File: config.mk
export PLATFORM = sky130hd
export DESIGN_NAME = sc_frogger_playfield
export DESIGN_NICKNAME = d
export VERILOG_FILES = /design/src/rtl/sc_frogger_playfield.sv
export SDC_FILE = /design/constraint.sdc
export NUM_CORES = 1
export LEC_CHECK = 0
export BUFFER_PORTS_ARGS = -buffer_cell sky130_fd_sc_hd__buf_2
export CORE_ASPECT_RATIO = 0.75
export CORE_MARGIN = 5
export CORE_UTILIZATION = 54
export CTS_CLUSTER_SIZE = 24
export DETAILED_ROUTE_END_ITERATION = 8
export GPL_ROUTABILITY_DRIVEN = 0
export PLACE_DENSITY_LB_ADDON = 0.2
export SLEW_MARGIN = 20
export SYNTH_ARGS = -nofsm -noshare
export SYNTH_HDL_FRONTEND = slang
export SYNTH_SLANG_ARGS = --single-unit
File: constraint.sdc
create_clock -name SC_FROGGER_PLAYFIELD_CLOCK_50 -period 3.6 [get_ports SC_FROGGER_PLAYFIELD_CLOCK_50]
set_input_delay 0.54 -clock SC_FROGGER_PLAYFIELD_CLOCK_50 [delete_from_list [all_inputs] [get_ports SC_FROGGER_PLAYFIELD_CLOCK_50]]
set_output_delay 0.54 -clock SC_FROGGER_PLAYFIELD_CLOCK_50 [all_outputs]
set_load 0.02 [all_outputs]
File: src/rtl/sc_frogger_playfield.sv
// Frogger 8x8 game-state engine: scrolling lanes, frog, collision, score.
// Optional frog blink when SC_FROGGER_PLAYFIELD_FROG_BLINK_EN is defined.
module sc_frogger_playfield #(
  parameter int DATAWIDTH_BUS = 8,
  parameter int PRESCALER_DATAWIDTH = 23,
  parameter logic [PRESCALER_DATAWIDTH-1:0] PRESCALER_TOP = 23'd5000000,
  parameter logic [DATAWIDTH_BUS-1:0] LANE1_INIT = 8'b11000000,
  parameter logic [DATAWIDTH_BUS-1:0] LANE2_INIT = 8'b00011000,
  parameter logic [DATAWIDTH_BUS-1:0] LANE3_INIT = 8'b10000001,
  parameter logic [DATAWIDTH_BUS-1:0] LANE4_INIT = 8'b00110000,
  parameter logic [DATAWIDTH_BUS-1:0] LANE5_INIT = 8'b00000110,
  parameter logic [DATAWIDTH_BUS-1:0] LANE6_INIT = 8'b01100000,
  parameter logic [2:0] FROG_START_COL = 3'd4
`ifdef SC_FROGGER_PLAYFIELD_FROG_BLINK_EN
  , parameter int BLINK_DATAWIDTH = 22
`endif
) (
  input  logic                     SC_FROGGER_PLAYFIELD_CLOCK_50,
  input  logic                     SC_FROGGER_PLAYFIELD_RESET_InHigh,
  input  logic                     SC_FROGGER_PLAYFIELD_Enable_InHigh,
  input  logic                     SC_FROGGER_PLAYFIELD_Restart_InHigh,
  input  logic                     SC_FROGGER_PLAYFIELD_upButton_In,
  input  logic                     SC_FROGGER_PLAYFIELD_leftButton_In,
  input  logic                     SC_FROGGER_PLAYFIELD_rightButton_In,
  output logic [DATAWIDTH_BUS-1:0] SC_FROGGER_PLAYFIELD_row0_Out,
  output logic [DATAWIDTH_BUS-1:0] SC_FROGGER_PLAYFIELD_row1_Out,
  output logic [DATAWIDTH_BUS-1:0] SC_FROGGER_PLAYFIELD_row2_Out,
  output logic [DATAWIDTH_BUS-1:0] SC_FROGGER_PLAYFIELD_row3_Out,
  output logic [DATAWIDTH_BUS-1:0] SC_FROGGER_PLAYFIELD_row4_Out,
  output logic [DATAWIDTH_BUS-1:0] SC_FROGGER_PLAYFIELD_row5_Out,
  output logic [DATAWIDTH_BUS-1:0] SC_FROGGER_PLAYFIELD_row6_Out,
  output logic [DATAWIDTH_BUS-1:0] SC_FROGGER_PLAYFIELD_row7_Out,
  output logic                     SC_FROGGER_PLAYFIELD_EndGame_Out,
  output logic [3:0]               SC_FROGGER_PLAYFIELD_Score_Out
);

  localparam int W = DATAWIDTH_BUS;
  localparam int P = PRESCALER_DATAWIDTH;
  typedef logic [W-1:0] row_t;

  function automatic row_t lane_init(input int i);
    case (i)
      1: return LANE1_INIT;
      2: return LANE2_INIT;
      3: return LANE3_INIT;
      4: return LANE4_INIT;
      5: return LANE5_INIT;
      default: return LANE6_INIT;
    endcase
  endfunction

  function automatic row_t init_row(input int r);
    if (r == 0) return row_t'(1) << FROG_START_COL;
    if (r >= 1 && r <= 6) return lane_init(r);
    return '0;
  endfunction

  row_t       lane_q [1:6];
  row_t       lane_d [1:6];
  row_t       row_q [0:7];
  row_t       row_d [0:7];
  logic [2:0] frow_q, frow_d, fcol_q, fcol_d;
  logic [2:0] btn_q, btn_d, pulse;
  logic [3:0] score_q, score_d, sout_q, sout_d;
  logic [P-1:0] presc_q, presc_d;
  logic       dead_q, dead_d, end_q, end_d;
  logic       active, tick, hit, show;

`ifdef SC_FROGGER_PLAYFIELD_FROG_BLINK_EN
  logic [BLINK_DATAWIDTH-1:0] blink_q, blink_d;
`endif

  always_comb begin
    active  = SC_FROGGER_PLAYFIELD_Enable_InHigh & ~dead_q;
    btn_d   = {SC_FROGGER_PLAYFIELD_upButton_In,
               SC_FROGGER_PLAYFIELD_leftButton_In,
               SC_FROGGER_PLAYFIELD_rightButton_In};
    pulse   = btn_d & ~btn_q;
    tick    = active && (presc_q == PRESCALER_TOP - 1'b1);
    presc_d = presc_q;
    frow_d  = frow_q;
    fcol_d  = fcol_q;
    score_d = score_q;
    for (int i = 1; i <= 6; i++) lane_d[i] = lane_q[i];
    if (active) presc_d = tick ? '0 : presc_q + 1'b1;
    // odd lanes drift toward the MSB, even lanes toward the LSB
    if (tick) begin
      for (int i = 1; i <= 6; i++) begin
        if (i % 2 == 1) lane_d[i] = {lane_q[i][W-2:0], lane_q[i][W-1]};
        else            lane_d[i] = {lane_q[i][0], lane_q[i][W-1:1]};
      end
    end
    if (active) begin
      unique case (1'b1)
        pulse[2]: begin
          if (frow_q == 3'd6) begin
            frow_d  = '0;
            fcol_d  = FROG_START_COL;
            score_d = score_q + 4'd1;
          end else begin
            frow_d = frow_q + 3'd1;
          end
        end
        pulse[1]: if (fcol_q != 3'd7) fcol_d = fcol_q + 3'd1;
        pulse[0]: if (fcol_q != 3'd0) fcol_d = fcol_q - 3'd1;
        default: ;
      endcase
    end
    hit = 1'b0;
    for (int i = 1; i <= 6; i++)
      if (frow_d == 3'(i)) hit = lane_d[i][fcol_d];
    dead_d = dead_q | hit;
`ifdef SC_FROGGER_PLAYFIELD_FROG_BLINK_EN
    blink_d = SC_FROGGER_PLAYFIELD_Enable_InHigh ? blink_q + 1'b1 : blink_q;
    show    = ~blink_q[BLINK_DATAWIDTH-1] | dead_q;
`else
    show    = 1'b1;
`endif
    for (int r = 0; r < 8; r++)
      row_d[r] = (show && frow_q == 3'(r)) ? row_t'(1) << fcol_q : '0;
    for (int i = 1; i <= 6; i++) row_d[i] = row_d[i] | lane_q[i];
    end_d  = dead_q;
    sout_d = score_q;
    if (SC_FROGGER_PLAYFIELD_Restart_InHigh) begin
      for (int i = 1; i <= 6; i++) lane_d[i] = lane_init(i);
      for (int r = 0; r < 8; r++) row_d[r] = init_row(r);
      frow_d  = '0;
      fcol_d  = FROG_START_COL;
      dead_d  = 1'b0;
      score_d = '0;
      presc_d = '0;
      btn_d   = '0;
      end_d   = 1'b0;
      sout_d  = '0;
`ifdef SC_FROGGER_PLAYFIELD_FROG_BLINK_EN
      blink_d = '0;
`endif
    end
  end

  always_ff @(posedge SC_FROGGER_PLAYFIELD_CLOCK_50) begin
    if (SC_FROGGER_PLAYFIELD_RESET_InHigh) begin
      for (int i = 1; i <= 6; i++) lane_q[i] <= lane_init(i);
      for (int r = 0; r < 8; r++) row_q[r] <= init_row(r);
      frow_q  <= '0;
      fcol_q  <= FROG_START_COL;
      dead_q  <= 1'b0;
      score_q <= '0;
      presc_q <= '0;
      btn_q   <= '0;
      end_q   <= 1'b0;
      sout_q  <= '0;
`ifdef SC_FROGGER_PLAYFIELD_FROG_BLINK_EN
      blink_q <= '0;
`endif
    end else begin
      for (int i = 1; i <= 6; i++) lane_q[i] <= lane_d[i];
      for (int r = 0; r < 8; r++) row_q[r] <= row_d[r];
      frow_q  <= frow_d;
      fcol_q  <= fcol_d;
      dead_q  <= dead_d;
      score_q <= score_d;
      presc_q <= presc_d;
      btn_q   <= btn_d;
      end_q   <= end_d;
      sout_q  <= sout_d;
`ifdef SC_FROGGER_PLAYFIELD_FROG_BLINK_EN
      blink_q <= blink_d;
`endif
    end
  end

  assign SC_FROGGER_PLAYFIELD_row0_Out    = row_q[0];
  assign SC_FROGGER_PLAYFIELD_row1_Out    = row_q[1];
  assign SC_FROGGER_PLAYFIELD_row2_Out    = row_q[2];
  assign SC_FROGGER_PLAYFIELD_row3_Out    = row_q[3];
  assign SC_FROGGER_PLAYFIELD_row4_Out    = row_q[4];
  assign SC_FROGGER_PLAYFIELD_row5_Out    = row_q[5];
  assign SC_FROGGER_PLAYFIELD_row6_Out    = row_q[6];
  assign SC_FROGGER_PLAYFIELD_row7_Out    = row_q[7];
  assign SC_FROGGER_PLAYFIELD_EndGame_Out = end_q;
  assign SC_FROGGER_PLAYFIELD_Score_Out   = sout_q;

endmodule

Word level (Yosys, flattened, before mapping)
Memories as Yosys holds them, arrays and structs flattened.
Cells that the tools add are included.
{ "word_totals": {"ff_bits": 42, "latch_bits": 0, "ram_bits": 112, "romBits": 0, "inputBits": 7, "output_inout_bits": 69, "elab_cells": 146, "memories": 2} }
{ "mem_list": {"columns": ["name", "words", "width", "read_ports", "rd_ports_with_merged_regs", "write_ports", "line_no", "text"], "rows": [
  ["row_q", 8, 8, 8, 0, 8, "60", "row_t row_q [0:7];"],
  ["lane_q", 6, 8, 6, 0, 6, "58", "row_t lane_q [1:6];"]
]} }
{ "classes": {"n_addsub": 5, "mul": 0, "div": 0, "magnitude_cmp": 1, "n_eq_ne": 15, "n_shift": 1, "muxes": 84, "bitwise_logic": 25, "n_reduce_logical": 5} }
{ "ops": {"columns": ["cell", "count"], "rows": [
  ["$mux 8", 39],
  ["$mux 48", 2],
  ["$mux 64", 1],
  ["$or 8x8->8", 6],
  ["$mux 3", 9],
  ["$add 23x1->23 const B", 1],
  ["$eq 23x23->1 const B", 1],
  ["$mux 23", 1],
  ["$eq 3x3->1 const B", 7],
  ["$mux 5", 4],
  ["$bmux 1 s3", 6],
  ["$mux 1", 17],
  ["$or 1x1->1", 15],
  ["$mux 7", 2],
  ["$eq 3x2->1 const B", 4],
  ["$mux 6", 2],
  ["$pmux 3 s3", 1],
  ["$shl 1x3->8 const A", 1],
  ["$add 3x1->3 const B", 2],
  ["$eq 3x1->1 const B", 2],
  ["$add 4x1->4 const B", 1],
  ["$lt 3x4->1 const B", 1],
  ["$and 3x3->3", 1],
  ["$logic_not 3->1", 1],
  ["9 further kinds", 9]
]} }

Longest topological paths before layout
{ "depth": {"depth_word": 13, "mapped_depth": 13} }

Worst setup path after synthesis
OpenSTA, ideal clock, no wires.
{ "synth_path": {"kind": "flip-flop to flip-flop", "from": "register presc_q[10]", "to": "register dead_q", "setup_time_ps": 127, "arrival_time_ps": 2782, "slack_ps": 691, "stages_incl_launch_ff": 10, "path_buffers": 1, "synth_period_minus_slack_ps": 2909, "cell_sequence": "dfxtp_1 -> or4b_1 -> or4_4 -> or2_1 -> buf_2 -> mux4_2 -> mux2i_1 -> o211ai_1 -> nor4_1 -> nor4_1"} }
{ "synth_between": {"elab_chain_cells": 12, "elab_cells_between_ends": 22, "classes_between": "eq/ne (1); mux (19); bitwise (1); reduce/logical (1)"} }
{ "synth_lines": {"columns": ["element", "line_no", "text"], "rows": [
  ["start: declaration", "65", "logic [P-1:0] presc_q, presc_d;"],
  ["start signal: assignment", "163", "presc_q <= presc_d;"],
  ["$eq 23x23->1 (*)", "79", "tick = active && (presc_q == PRESCALER_TOP - 1'b1);"],
  ["$logic_and 1x1->1 (*)", "79", null],
  ["$mux 48 (*)", "87", "if (tick) begin"],
  ["$bmux 1 s3", "111", "if (frow_d == 3'(i)) hit = lane_d[i][fcol_d];"],
  ["$mux 1 (implied by the code)", "111", null],
  ["$mux 1 (5 in a row)", "111", null],
  ["$mux 1 (*)", "111", null],
  ["$or 1x1->1 (*)", "112", "dead_d = dead_q | hit;"],
  ["end signal: assignment", "147", "dead_q <= 1'b0;"],
  ["end signal: assignment", "161", "dead_q <= dead_d;"],
  ["end: declaration", "66", "logic dead_q, dead_d, end_q, end_d;"]
]} }
Every way passes the cells marked *; elsewhere a longest branch is shown, timed or not. The select of a mux whose other input is x is not followed.
A chain may end at the register's enable or synchronous reset.

Worst setup path after layout
{ "layout_path": {"from": "register fcol_q[0]", "to": "register dead_q"} }
{ "layout_between": {"elab_chain_cells": 13, "elab_cells_between_ends": 28, "classes_between": "add/sub (2); eq/ne (1); mux (23); bitwise (1); reduce/logical (1)"} }
{ "layout_lines": {"columns": ["element", "line_no", "text"], "rows": [
  ["start: declaration", "62", "logic [2:0] frow_q, frow_d, fcol_q, fcol_d;"],
  ["start signal: assignment", "160", "fcol_q <= fcol_d;"],
  ["$sub 3x1->3, or another cell as far along", "105", "pulse[0]: if (fcol_q != 3'd0) fcol_d = fcol_q - 3'd1;"],
  ["$mux 3 (on tied branches)", "105, 104", null],
  ["$pmux 3 s3", "94", "unique case (1'b1)"],
  ["$mux 3 (*)", "93", "if (active) begin"],
  ["$bmux 1 s3", "111", null],
  ["$mux 1 (implied by the code)", "111", null],
  ["$mux 1 (5 in a row)", "111", null],
  ["$mux 1 (*)", "111", null],
  ["$or 1x1->1 (*)", "112", null]
]} }
Marked as above.

==> impl_metrics.csv <==
group,metric,value,unit
run_status,outcome,"completed",
die,num_io_pins,76,
die,rows,34,
setup_path,cp-end-kind,"flip-flop",
layout,final-seq-area,3080,um^2
timing,slew_headroom,0.327,
yosys,synthCells,750,
timing,drv_slew,0,
global_routing,grt-ovfl-total,0,
routing,drt-pass1-iter-count,5,
power_and_ir_drop,power_frac_clock,0.488,
setup_path,crit_buf_inv,1,
setup_path,worst_r2r_endpoint,"dead_q$_SDFF_PP0_",
yosys,synth_warnings,0,
routing,routed_wl,17200,um
setup_path,startpoint,"fcol_q[0]$_SDFF_PP0_",
power_and_ir_drop,p_sw_frac,0.221,
timing,clock.fmax,301,MHz
setup_path,start_kind,"flip-flop",
placed_design,portBuffers,75,
setup_path,crit_path_end,"dead_q$_SDFF_PP0_",
yosys,avgSynthCellArea,8.36,um^2
global_routing,grt_pass1_wl,27500,um
power_and_ir_drop,combPwrFrac,0.049,
layout,final_nets,833,
clock_network,cts-htree-levels,4,
setup_path,cp_top_family,"compound AO/OA/AOI/OAI gates",
clock_network,numCtsBuffers,17,
layout,area_growth,17.8,%
setup_path,cpPeakStageDelay,0.45,ns
clock_network,clk_latency,0.42,ns
setup_path,crit_fanout,7,
routing,wl_per_cell,17.7,um
setup_path,crit_arrival,3.65,ns
global_routing,track_usage,0.250,
layout,final_util,0.643,
clock_network,cts_sinks,154,
setup_path,crit_path_frequent_cell,"nor4_1",
routing,drc,0,
setup_path,crit_chain,"inv_1 > ha_1 > nand2b_1 > o221ai_1 > o21a_1 > o21ai_1 > nor2b_1 > o211ai_1 > a211oi_1 > nor4_1 > nor4_1",
die,die_x,134,um
die,core_area,11500,um^2
layout,antenna_cells,0,
yosys,ys.flop_type,"dfxtp_1",
layout,final_cell_mix,"dfxtp_1 (154), nand2_1 (126), nor2_1 (108)",
timing,fin_setup_tns,0,ns
routing,vias,5745,
power_and_ir_drop,switchingPower,0.000819,W
routing,drt-initial-drc-count,794,
layout,fillers,1003,
setup_path,reg2reg_from,"fcol_q[0]$_SDFF_PP0_",
layout,layout_commonest_cell,"dfxtp_1",
setup_path,r2r_slack,0.28,ns
power_and_ir_drop,powerDensity,501,nW/um^2
setup_path,crit_slowest_cell,"dfxtp_1",
yosys,synth_fp_nets,767,
die,die_h,103,um
clock_network,cts-root-buf,"clkbuf_16",
timing,finalCritPeriodShare,0.922,
yosys,yosysSeqAreaShare,0.491,
routing,ant_nets,0,
clock_network,cts_buffer_depth,2,
clock_network,path_clk_slew,0.06,ns
setup_path,critical_path_class,"reg -> reg",
setup_path,cp_num_cells,11,
layout,post_layout_nonfiller_instances,972,
power_and_ir_drop,intPower,0.00289,W
yosys,syn_area,6270,um^2
power_and_ir_drop,p_leak,2.85,nW
timing,hold_viol,0,
timing,worst_pin_slew,1.01,ns
hold_path,min_path_type,"in -> reg",
timing,period_needed,3.32,ns
layout,multi_input_area,2990,um^2
run,max_cap_viol_count,0,
clock_network,cts_tree,"done",
routing,avgViaCountPerCell,5.91,
yosys,async_flop_share,0,
timing,rsz0062_at_grt,"no",
power_and_ir_drop,p_seq_frac,0.463,
setup_path,cp.required,3.93,ns
timing,setup_viol,0,
global_routing,grt_max_degree,45,
layout,drive_above_1_share,0.159,
die,dieArea,13900,um^2
timing,clock_skew,0.0105,ns
setup_path,rr_worst_depth,11,
die,initial_utilization,0.546,
placed_design,placed_cells,941,
yosys,synth_edf_count,0,
yosys,ys_ff_latch,154,
placed_design,dpl.hpwl,11700,um
power_and_ir_drop,ir_drop,384,uV
global_routing,grt_pass1_vias,5389,
global_routing,grt_antenna_before_repair,0,
yosys,ys_types,62,
==> power groups by stage <==
stage	logic (W)	registers [W]	clock network [W]
2_1_floorplan	0.000126	0.00175	0
3_3_place_gp	0.000171	0.00175	0
3_5_place_dp	0.000175	0.00175	0
4_1_cts	0.000176	0.00171	0.00182
5_1_grt	0.000195	0.00171	0.00191
6_report	0.000182	0.00171	0.00181
==> state kept, by name, indices dropped and copies added, names as in the netlist <==
name	flops
score_q	4
presc_q	23
fcol_q	3
row_q	64
lane_q	48
dead_q	1
btn_q	3
SC_FROGGER_PLAYFIELD_EndGame_Out	1
SC_FROGGER_PLAYFIELD_Score_Out	4
frow_q	3
==> cell families after synthesis <==
family,after synthesis,share of synthesized area
compound gates,158,0.162
xor+xnor,24,0.0335
simple gates,345,0.251
buf+inv,56,0.0343
mux,3,0.00877
fa+ha+maj,10,0.0199
flops,154,0.491
==> repair_timing <==
| item | CTS | global route |
|---|---|---|
| setup endpoints to repair | 0 | 1 |
| hold buffers | 0 | 0 |
| hold endpoints to repair | 0 | 0 |
| gates resized for setup | 0 | 1 |
| setup buffers | 0 | 0 |
==> synthesized netlist by cell type, types with 8 or more instances <==
| master | instances | area (um^2) |
|---|---|---|
| and2_1 | 13 | 81.3 |
| nand3_1 | 28 | 140 |
| xor2_1 | 16 | 140 |
| inv_1 | 12 | 45.0 |
| a211o_1 | 11 | 96.3 |
| nor2_1 | 109 | 409 |
| ha_1 | 10 | 125 |
| dfxtp_1 | 154 | 3080 |
| o211ai_1 | 12 | 90.1 |
| a21oi_1 | 85 | 425 |
| nand2b_1 | 8 | 50.1 |
| xnor2_1 | 8 | 70.1 |
| o21ai_0 | 9 | 45.0 |
| nor3_1 | 11 | 55.1 |
| clkbuf_1 | 40 | 150 |
| nor2b_1 | 9 | 56.3 |
| nand2_1 | 126 | 473 |
==> worst min-delay path by stage <==
stage / start / end / depth (start not counted)
2_1_floorplan: lane_q[0][24]$_SDFF_PP1_ / lane_q[0][25]$_SDFF_PP0_ / 2
3_3_place_gp: lane_q[0][24]$_SDFF_PP1_ / lane_q[0][25]$_SDFF_PP0_ / 2
3_5_place_dp: lane_q[0][24]$_SDFF_PP1_ / lane_q[0][25]$_SDFF_PP0_ / 2
4_1_cts: SC_FROGGER_PLAYFIELD_rightButton_In / btn_q[0]$_SDFF_PP0_ / 2
5_1_grt: SC_FROGGER_PLAYFIELD_upButton_In / btn_q[2]$_SDFF_PP0_ / 2
6_report: SC_FROGGER_PLAYFIELD_rightButton_In / btn_q[0]$_SDFF_PP0_ / 2
==> through the flow <==
step | setup slack [ns] | hold slack (ns) | instance area [um^2] | power [W]
finish | 0.282 | 0.348 | 7390 | 0.00371
global placement | 0.430 | 0.439 | 6790 | 0.00192
global route | 0.0762 | 0.360 | 7390 | 0.00382
CTS | 0.233 | 0.347 | 7390 | 0.00371
floorplan | 0.691 | 0.436 | 6270 | 0.00188
detailed placement | 0.258 | 0.452 | 6790 | 0.00193
==> routing by layer <==
| metal | up-vias | part of all wire | global-route usage |
|---|---|---|---|
| met3 | 39 | 0.12 | 0.0759 |
| met2 | 300 | 0.43 | 0.377 |
| met5 | - | 0 | 0 |
| met4 | 0 | 0.020 | 0.0822 |
| met1 | 2696 | 0.43 | 0.346 |
| li1 | 2710 | - | - |
==> area by class of cell <==
type,instances,area share
multi-input cells,540,0.404
flip-flops and latches,154,0.417
clock buffers,20,0.0618
clock inverters,11,0.0195
well taps,144,0.0244
repair buffers,91,0.0670
inverters,12,0.00609
(Power assumes the default switching activity.)
